## src/rtl/ex_issue_ctrl_if.sv

```systemverilog
// Decode, execute and writeback signal bundle for the issue controller.
interface ex_issue_ctrl_if;
  logic       dec_valid;
  logic       dec_ready;
  logic [3:0] dec_alu_control;
  logic [4:0] dec_rs1;
  logic [4:0] dec_rs2;
  logic [4:0] dec_rd;
  logic       dec_reg_write;
  logic       ex_valid;
  logic [3:0] ex_alu_control;
  logic [4:0] ex_rs1;
  logic [4:0] ex_rs2;
  logic [4:0] ex_rd;
  logic       ex_reg_write;
  logic       wb_valid;
  logic [4:0] wb_rd;

  modport master (
    output dec_valid, dec_alu_control, dec_rs1, dec_rs2, dec_rd, dec_reg_write,
    output wb_valid, wb_rd,
    input  dec_ready, ex_valid, ex_alu_control, ex_rs1, ex_rs2, ex_rd, ex_reg_write
  );

  modport slave (
    input  dec_valid, dec_alu_control, dec_rs1, dec_rs2, dec_rd, dec_reg_write,
    input  wb_valid, wb_rd,
    output dec_ready, ex_valid, ex_alu_control, ex_rs1, ex_rs2, ex_rd, ex_reg_write
  );
endinterface

```

## src/rtl/ex_issue_ctrl.sv

```systemverilog
// Issue sequencer: scoreboard-based RAW/WAW stall, post-jump drain and a
// registered single-cycle issue pulse to execute.
module ex_issue_ctrl #(
  parameter int NUM_REGS       = 32,
  parameter int JUMP_DRAIN_CYC = 2,
  parameter int STALL_CNT_W    = 16
) (
  input  logic                   clk,
  input  logic                   rst,
  ex_issue_ctrl_if.slave         bus,
  output logic                   jump_pending,
  output logic                   illegal_op,
  output logic [STALL_CNT_W-1:0] stall_cnt
);

  localparam int DW = $clog2(JUMP_DRAIN_CYC + 2);

  typedef enum logic [3:0] {
    OP_NOP  = 4'b0000,
    OP_ADD  = 4'b0001,
    OP_ADDI = 4'b0010,
    OP_JUMP = 4'b0011
  } op_e;

  typedef enum logic {
    S_RUN   = 1'b0,
    S_DRAIN = 1'b1
  } state_e;

  state_e                r_state, w_state_nxt;
  logic [DW-1:0]         r_cnt, w_cnt_nxt;
  logic [NUM_REGS-1:0]   r_sb, w_sb_nxt;
  logic                  r_ex_valid;
  logic [3:0]            r_ex_alu_control;
  logic [4:0]            r_ex_rs1, r_ex_rs2, r_ex_rd;
  logic                  r_ex_reg_write;
  logic                  r_illegal;
  logic [STALL_CNT_W-1:0] r_stall;

  logic w_uses_rs1, w_uses_rs2, w_is_issue, w_is_jump, w_is_illegal;
  logic w_hazard, w_dec_ready, w_accept;

  // Op decode: which sources are read and whether the op reaches execute.
  always_comb begin
    w_uses_rs1   = 1'b0;
    w_uses_rs2   = 1'b0;
    w_is_issue   = 1'b0;
    w_is_jump    = 1'b0;
    w_is_illegal = 1'b0;
    case (bus.dec_alu_control)
      OP_NOP:  ;
      OP_ADD:  begin w_uses_rs1 = 1'b1; w_uses_rs2 = 1'b1; w_is_issue = 1'b1; end
      OP_ADDI: begin w_uses_rs1 = 1'b1; w_is_issue = 1'b1; end
      OP_JUMP: begin w_is_issue = 1'b1; w_is_jump = 1'b1; end
      default: w_is_illegal = 1'b1;
    endcase
  end

  // Hazards look only at the registered scoreboard; r0 is never pending.
  always_comb begin
    w_hazard = 1'b0;
    if (w_uses_rs1 && bus.dec_rs1 != '0 && r_sb[bus.dec_rs1]) w_hazard = 1'b1;
    if (w_uses_rs2 && bus.dec_rs2 != '0 && r_sb[bus.dec_rs2]) w_hazard = 1'b1;
    if (bus.dec_reg_write && bus.dec_rd != '0 && r_sb[bus.dec_rd]) w_hazard = 1'b1;
    w_dec_ready = (r_state == S_RUN) && !w_hazard;
    w_accept    = bus.dec_valid && w_dec_ready;
  end

  always_comb begin
    w_state_nxt = r_state;
    w_cnt_nxt   = r_cnt;
    case (r_state)
      S_RUN: begin
        if (w_accept && w_is_jump && JUMP_DRAIN_CYC > 0) begin
          w_state_nxt = S_DRAIN;
          w_cnt_nxt   = DW'(JUMP_DRAIN_CYC);
        end
      end
      S_DRAIN: begin
        w_cnt_nxt = r_cnt - DW'(1);
        if (r_cnt <= DW'(1)) w_state_nxt = S_RUN;
      end
      default: w_state_nxt = S_RUN;
    endcase
  end

  // Clear before set so a same-cycle retire and new write leaves the bit set.
  always_comb begin
    w_sb_nxt = r_sb;
    if (bus.wb_valid && bus.wb_rd != '0) w_sb_nxt[bus.wb_rd] = 1'b0;
    if (w_accept && w_is_issue && bus.dec_reg_write && bus.dec_rd != '0)
      w_sb_nxt[bus.dec_rd] = 1'b1;
    w_sb_nxt[0] = 1'b0;
  end

  always_ff @(posedge clk) begin
    if (rst) begin
      r_state <= S_RUN;
      r_cnt   <= '0;
      r_sb    <= '0;
    end else begin
      r_state <= w_state_nxt;
      r_cnt   <= w_cnt_nxt;
      r_sb    <= w_sb_nxt;
    end
  end

  always_ff @(posedge clk) begin
    if (rst) begin
      r_ex_valid       <= 1'b0;
      r_ex_alu_control <= '0;
      r_ex_rs1         <= '0;
      r_ex_rs2         <= '0;
      r_ex_rd          <= '0;
      r_ex_reg_write   <= 1'b0;
      r_illegal        <= 1'b0;
      r_stall          <= '0;
    end else begin
      r_ex_valid <= w_accept && w_is_issue;
      r_illegal  <= w_accept && w_is_illegal;
      if (w_accept && w_is_issue) begin
        r_ex_alu_control <= bus.dec_alu_control;
        r_ex_rs1         <= bus.dec_rs1;
        r_ex_rs2         <= bus.dec_rs2;
        r_ex_rd          <= bus.dec_rd;
        r_ex_reg_write   <= bus.dec_reg_write;
      end
      if (bus.dec_valid && !w_dec_ready && r_stall != '1)
        r_stall <= r_stall + STALL_CNT_W'(1);
    end
  end

  assign bus.dec_ready      = w_dec_ready;
  assign bus.ex_valid       = r_ex_valid;
  assign bus.ex_alu_control = r_ex_alu_control;
  assign bus.ex_rs1         = r_ex_rs1;
  assign bus.ex_rs2         = r_ex_rs2;
  assign bus.ex_rd          = r_ex_rd;
  assign bus.ex_reg_write   = r_ex_reg_write;
  assign jump_pending       = (r_state == S_DRAIN);
  assign illegal_op         = r_illegal;
  assign stall_cnt          = r_stall;

endmodule

```

## src/flat_wrapper.sv

```systemverilog
// flat-port wrapper written by rule: the top's interface ports become plain ports
module ex_issue_ctrl_flat 
#(
  parameter int NUM_REGS       = 32,
  parameter int JUMP_DRAIN_CYC = 2,
  parameter int STALL_CNT_W    = 16
)
  (clk, rst, jump_pending, illegal_op, stall_cnt, bus_dec_valid, bus_dec_alu_control, bus_dec_rs1, bus_dec_rs2, bus_dec_rd, bus_dec_reg_write, bus_wb_valid, bus_wb_rd, bus_dec_ready, bus_ex_valid, bus_ex_alu_control, bus_ex_rs1, bus_ex_rs2, bus_ex_rd, bus_ex_reg_write);
  ex_issue_ctrl_if bus_i ();
  input  logic clk;
  input  logic rst;
  output logic jump_pending;
  output logic illegal_op;
  output logic [STALL_CNT_W-1:0] stall_cnt;
  input wire logic [$bits(bus_i.dec_valid)-1:0] bus_dec_valid;
  input wire logic [$bits(bus_i.dec_alu_control)-1:0] bus_dec_alu_control;
  input wire logic [$bits(bus_i.dec_rs1)-1:0] bus_dec_rs1;
  input wire logic [$bits(bus_i.dec_rs2)-1:0] bus_dec_rs2;
  input wire logic [$bits(bus_i.dec_rd)-1:0] bus_dec_rd;
  input wire logic [$bits(bus_i.dec_reg_write)-1:0] bus_dec_reg_write;
  input wire logic [$bits(bus_i.wb_valid)-1:0] bus_wb_valid;
  input wire logic [$bits(bus_i.wb_rd)-1:0] bus_wb_rd;
  output wire logic [$bits(bus_i.dec_ready)-1:0] bus_dec_ready;
  output wire logic [$bits(bus_i.ex_valid)-1:0] bus_ex_valid;
  output wire logic [$bits(bus_i.ex_alu_control)-1:0] bus_ex_alu_control;
  output wire logic [$bits(bus_i.ex_rs1)-1:0] bus_ex_rs1;
  output wire logic [$bits(bus_i.ex_rs2)-1:0] bus_ex_rs2;
  output wire logic [$bits(bus_i.ex_rd)-1:0] bus_ex_rd;
  output wire logic [$bits(bus_i.ex_reg_write)-1:0] bus_ex_reg_write;
  assign bus_i.dec_valid = bus_dec_valid;
  assign bus_i.dec_alu_control = bus_dec_alu_control;
  assign bus_i.dec_rs1 = bus_dec_rs1;
  assign bus_i.dec_rs2 = bus_dec_rs2;
  assign bus_i.dec_rd = bus_dec_rd;
  assign bus_i.dec_reg_write = bus_dec_reg_write;
  assign bus_i.wb_valid = bus_wb_valid;
  assign bus_i.wb_rd = bus_wb_rd;
  assign bus_dec_ready = bus_i.dec_ready;
  assign bus_ex_valid = bus_i.ex_valid;
  assign bus_ex_alu_control = bus_i.ex_alu_control;
  assign bus_ex_rs1 = bus_i.ex_rs1;
  assign bus_ex_rs2 = bus_i.ex_rs2;
  assign bus_ex_rd = bus_i.ex_rd;
  assign bus_ex_reg_write = bus_i.ex_reg_write;
  ex_issue_ctrl #(.NUM_REGS(NUM_REGS), .JUMP_DRAIN_CYC(JUMP_DRAIN_CYC), .STALL_CNT_W(STALL_CNT_W)) u_core (.clk(clk), .rst(rst), .bus(bus_i), .jump_pending(jump_pending), .illegal_op(illegal_op), .stall_cnt(stall_cnt));
endmodule
```

## config.mk

```make
export PLATFORM = sky130hd
export DESIGN_NAME = ex_issue_ctrl_flat
export DESIGN_NICKNAME = d
export VERILOG_FILES = /design/src/rtl/ex_issue_ctrl_if.sv /design/src/rtl/ex_issue_ctrl.sv /design/src/flat_wrapper.sv
export SDC_FILE = /design/constraint.sdc
export NUM_CORES = 1
export LEC_CHECK = 0
export BUFFER_PORTS_ARGS = -buffer_cell sky130_fd_sc_hd__buf_4
export CAP_MARGIN = 20
export CORE_MARGIN = 2
export CORE_UTILIZATION = 57
export DETAILED_ROUTE_END_ITERATION = 16
export PLACE_DENSITY_LB_ADDON = 0.2
export SYNTH_ARGS = -nofsm -noshare
export SYNTH_HDL_FRONTEND = slang
export SYNTH_SLANG_ARGS = --single-unit
```

## constraint.sdc

```tcl
create_clock -name clk -period 3.3 [get_ports clk]
set_clock_uncertainty 0.15 [all_clocks]
set_input_delay 0.33 -clock clk [delete_from_list [all_inputs] [get_ports clk]]
set_output_delay 0.33 -clock clk [all_outputs]
set_load 0.005 [all_outputs]
```

==> impl_metrics.json <==
{
  "outcome": "finished clean",
  "max_freq_ghz": 0.313,
  "hold_class": "primary input to register",
  "drc": 0,
  "drive_above_1_share_pct": 23.1,
  "synth_ff_type": "dfxtp_1",
  "drtIter0Drc": 274,
  "tightest_slew_ps": 725,
  "synth_edf_count": 0,
  "fp.dieH_um": 91.0,
  "crit_type": "register to output pin",
  "io_pins": 69,
  "ys.warnings.count": 0,
  "die_w_um": 91.0,
  "rsz0062_at_grt": "true",
  "avgSynthCellArea_um2": 8.91,
  "firstDrtPassIters": 4,
  "timing.max_slew.rel_slack_pct": 51.7,
  "fin_crit_sh_pct": 96.9,
  "cts_buffers": 9,
  "p_leak_nw": 1.97,
  "seq_area_frac_synth_pct": 33.4,
  "ys_seq_elements": 72,
  "grt_pass1_wl_mm": 19.1,
  "cts_tree": "built",
  "final_nets": 563,
  "multi_input_area_um2": 2670,
  "seq_area_um2": 1440,
  "grt.total_usage_pct": 28.8,
  "crit_path_top_delay_cell": "a2111oi_4",
  "end_kind": "output pin",
  "nFillCells": 623,
  "async_reset_ff_share_pct": 0,
  "critical-path-max-stage-delay_ps": 470,
  "dieArea_um2": 8270,
  "max-cap-violations": 0,
  "htree_levels": 3,
  "num_vias": 4021,
  "synthToLayoutAreaGrowth_pct": 15.6,
  "viasPerCell": 6.33,
  "root_buffer": "clkbuf_8",
  "powerDensity_nw_per_um2": 348,
  "port_buffers": 68,
  "rows": 31,
  "min_path_cells": 2,
  "fin_ws_ps": 104,
  "hold_slack_ps": 102,
  "layout_common_cells": "buf_4 (73), dfxtp_1 (72), mux2i_1 (40)",
  "finalWirelength_mm": 11.7,
  "period_needed_ps": 3200,
  "core_um2": 7290,
  "power.total_mw": 1.73,
  "wire_per_inst_um": 18.4,
  "dp_hpwl_mm": 8.16,
  "holdBufCountCts": 0,
  "syn_nets": 515,
  "grt_start_max_net_pins": 79,
  "clock_sinks": 72,
  "final-setup-viol-count": 0,
  "synth.largest_area_cell": "dfxtp_1",
  "place_congestion": 0.926,
  "synth_area_um2": 4310,
  "grt-ovfl-total": 0,
  "syn_inst": 484,
  "synth_top_area_share_pct": 33.4,
  "synthTopCellsByArea": "dfxtp_1 (33%), mux2i_1 (9.3%), o31ai_1 (5.6%)",
  "crit_required_ps": 2820,
  "pre_cts_slack_ps": 170,
  "crit_arrival_ps": 2720,
  "hold_viol": 0,
  "final_common_cell": "buf_4",
  "postCtsSetupRepairBufs": 0,
  "synth_cell_types": 60,
  "path_cells": "mux2_1, a32oi_1, o211ai_1, a2111oi_4, o211ai_1, inv_2, buf_4",
  "grt_pass1_vias": 3718,
  "clock_path_buffers": 2,
  "diodes": 0,
  "critPathLaunchType": "register",
  "maxSlewViolCount": 0,
  "cts.clk_slew.worst_paths_ps": 70,
  "cts_resized": 0,
  "ant_nets": 0,
  "max-vdd-ir-drop_mv": 0.202,
  "clk_latency_ps": 360,
  "r2r_cells": 9,
  "antenna_found_initial": 0,
  "start_util_pct": 59.1,
  "cp_max_fo": 29,
  "cp_common_cell": "o211ai_1"
}
## state kept, by name, indices dropped and copies added, names as in the netlist, 2 cells and up
name and cells:
u_core.bus.ex_alu_control 4, u_core.r_sb 31, u_core.r_cnt 2, u_core.bus.ex_rd 5, u_core.bus.ex_rs1 5, u_core.stall_cnt 16, u_core.bus.ex_rs2 5
## layout make-up
cell class                 instances  share of cell area (%)
multi-input combinational        368                    53.6
clock inverter                     5                   0.678
tap                               99                    2.48
clock buffer                      10                    2.76
sequential                        72                    28.9
inverter                           8                   0.602
timing repair buffer              73                    11.0
## power breakdown
group	switching, mW	internal, mW
Combinational	0.128	0.0820
Clock	0.352	0.288
Sequential	0.00605	0.878
Total	0.486	1.25
## worst paths after layout
check	slack (ps)	to	startpoint
worst max register to register	320	u_core.stall_cnt[15]	u_core.r_sb[22]
worst min-delay path	100	u_core.bus.ex_alu_control[1]	bus_dec_valid
worst max-delay path	100	bus_dec_ready	u_core.r_sb[18]
worst min register to register	340	u_core.bus.ex_alu_control[0]	u_core.bus.ex_alu_control[0]
## Yosys cell counts (3+ instances only)
master,count
mux4_2,8
clkbuf_1,20
mux2i_1,40
nor2_1,33
nor3_1,6
o21ai_0,22
buf_4,5
o31ai_1,32
mux2_2,11
o21ba_2,3
or3_1,9
nor2b_1,24
a21oi_1,13
nor4_1,3
and2_1,3
dfxtp_1,72
nor3b_1,8
and3b_1,4
nand2_1,37
and3_1,4
or4_1,8
nand3b_1,23
o31a_1,3
inv_1,7
buf_2,9
o21ai_2,7
nand4_1,7
a32oi_1,3
nand3_1,20
## worst max-delay path, delay by kind of cell, from the launching register on
| family | cells | cell delay [ps] |
|---|---|---|
| AO/OA/AOI/OAI | 4 | 1060 |
| buffers and inverters | 2 | 580 |
| flip-flops | 1 | 380 |
| multiplexers | 1 | 320 |
## per-stage QoR
| step | std cells | util [%] | cell area [µm²] | setup TNS (ps) |
|---|---|---|---|---|
| 2_1_floorplan | 484 | - | 4310 | 0 |
| 3_3_place_gp | 620 | 66.0 | 4810 | 0 |
| 3_5_place_dp | 620 | 66.0 | 4810 | 0 |
| 4_1_cts | 635 | 68.4 | 4980 | 0 |
| 5_1_grt | 635 | 68.4 | 4980 | -40.1 |
| 6_report | 635 | 68.4 | 4980 | 0 |
## cells by family (layout without fill, tap and decap cells)
| kind of cell | after synthesis | in the layout | synth area share [%] |
|---|---|---|---|
| buffers and inverters | 44 | 96 | 4.88 |
| DFF | 72 | 72 | 33.4 |
| AOI/OAI and AO/OA | 105 | 105 | 17.8 |
| xor gates and xnor gates | 1 | 1 | 0.203 |
| and+or+nand+nor | 198 | 198 | 25.9 |
| muxes | 62 | 62 | 17.2 |
| adders and majority gates | 2 | 2 | 0.580 |
## routing by layer
layer  part of all wire (%)  global-route usage, %  vias up
li1                       -                      -     1907
met1                     43                   38.2     1912
met2                     48                   46.5      187
met3                    7.0                   5.64       15
met4                    1.5                   10.6        0
met5                      0                      0        -
No activity file was read; power rests on OpenSTA's default activity.
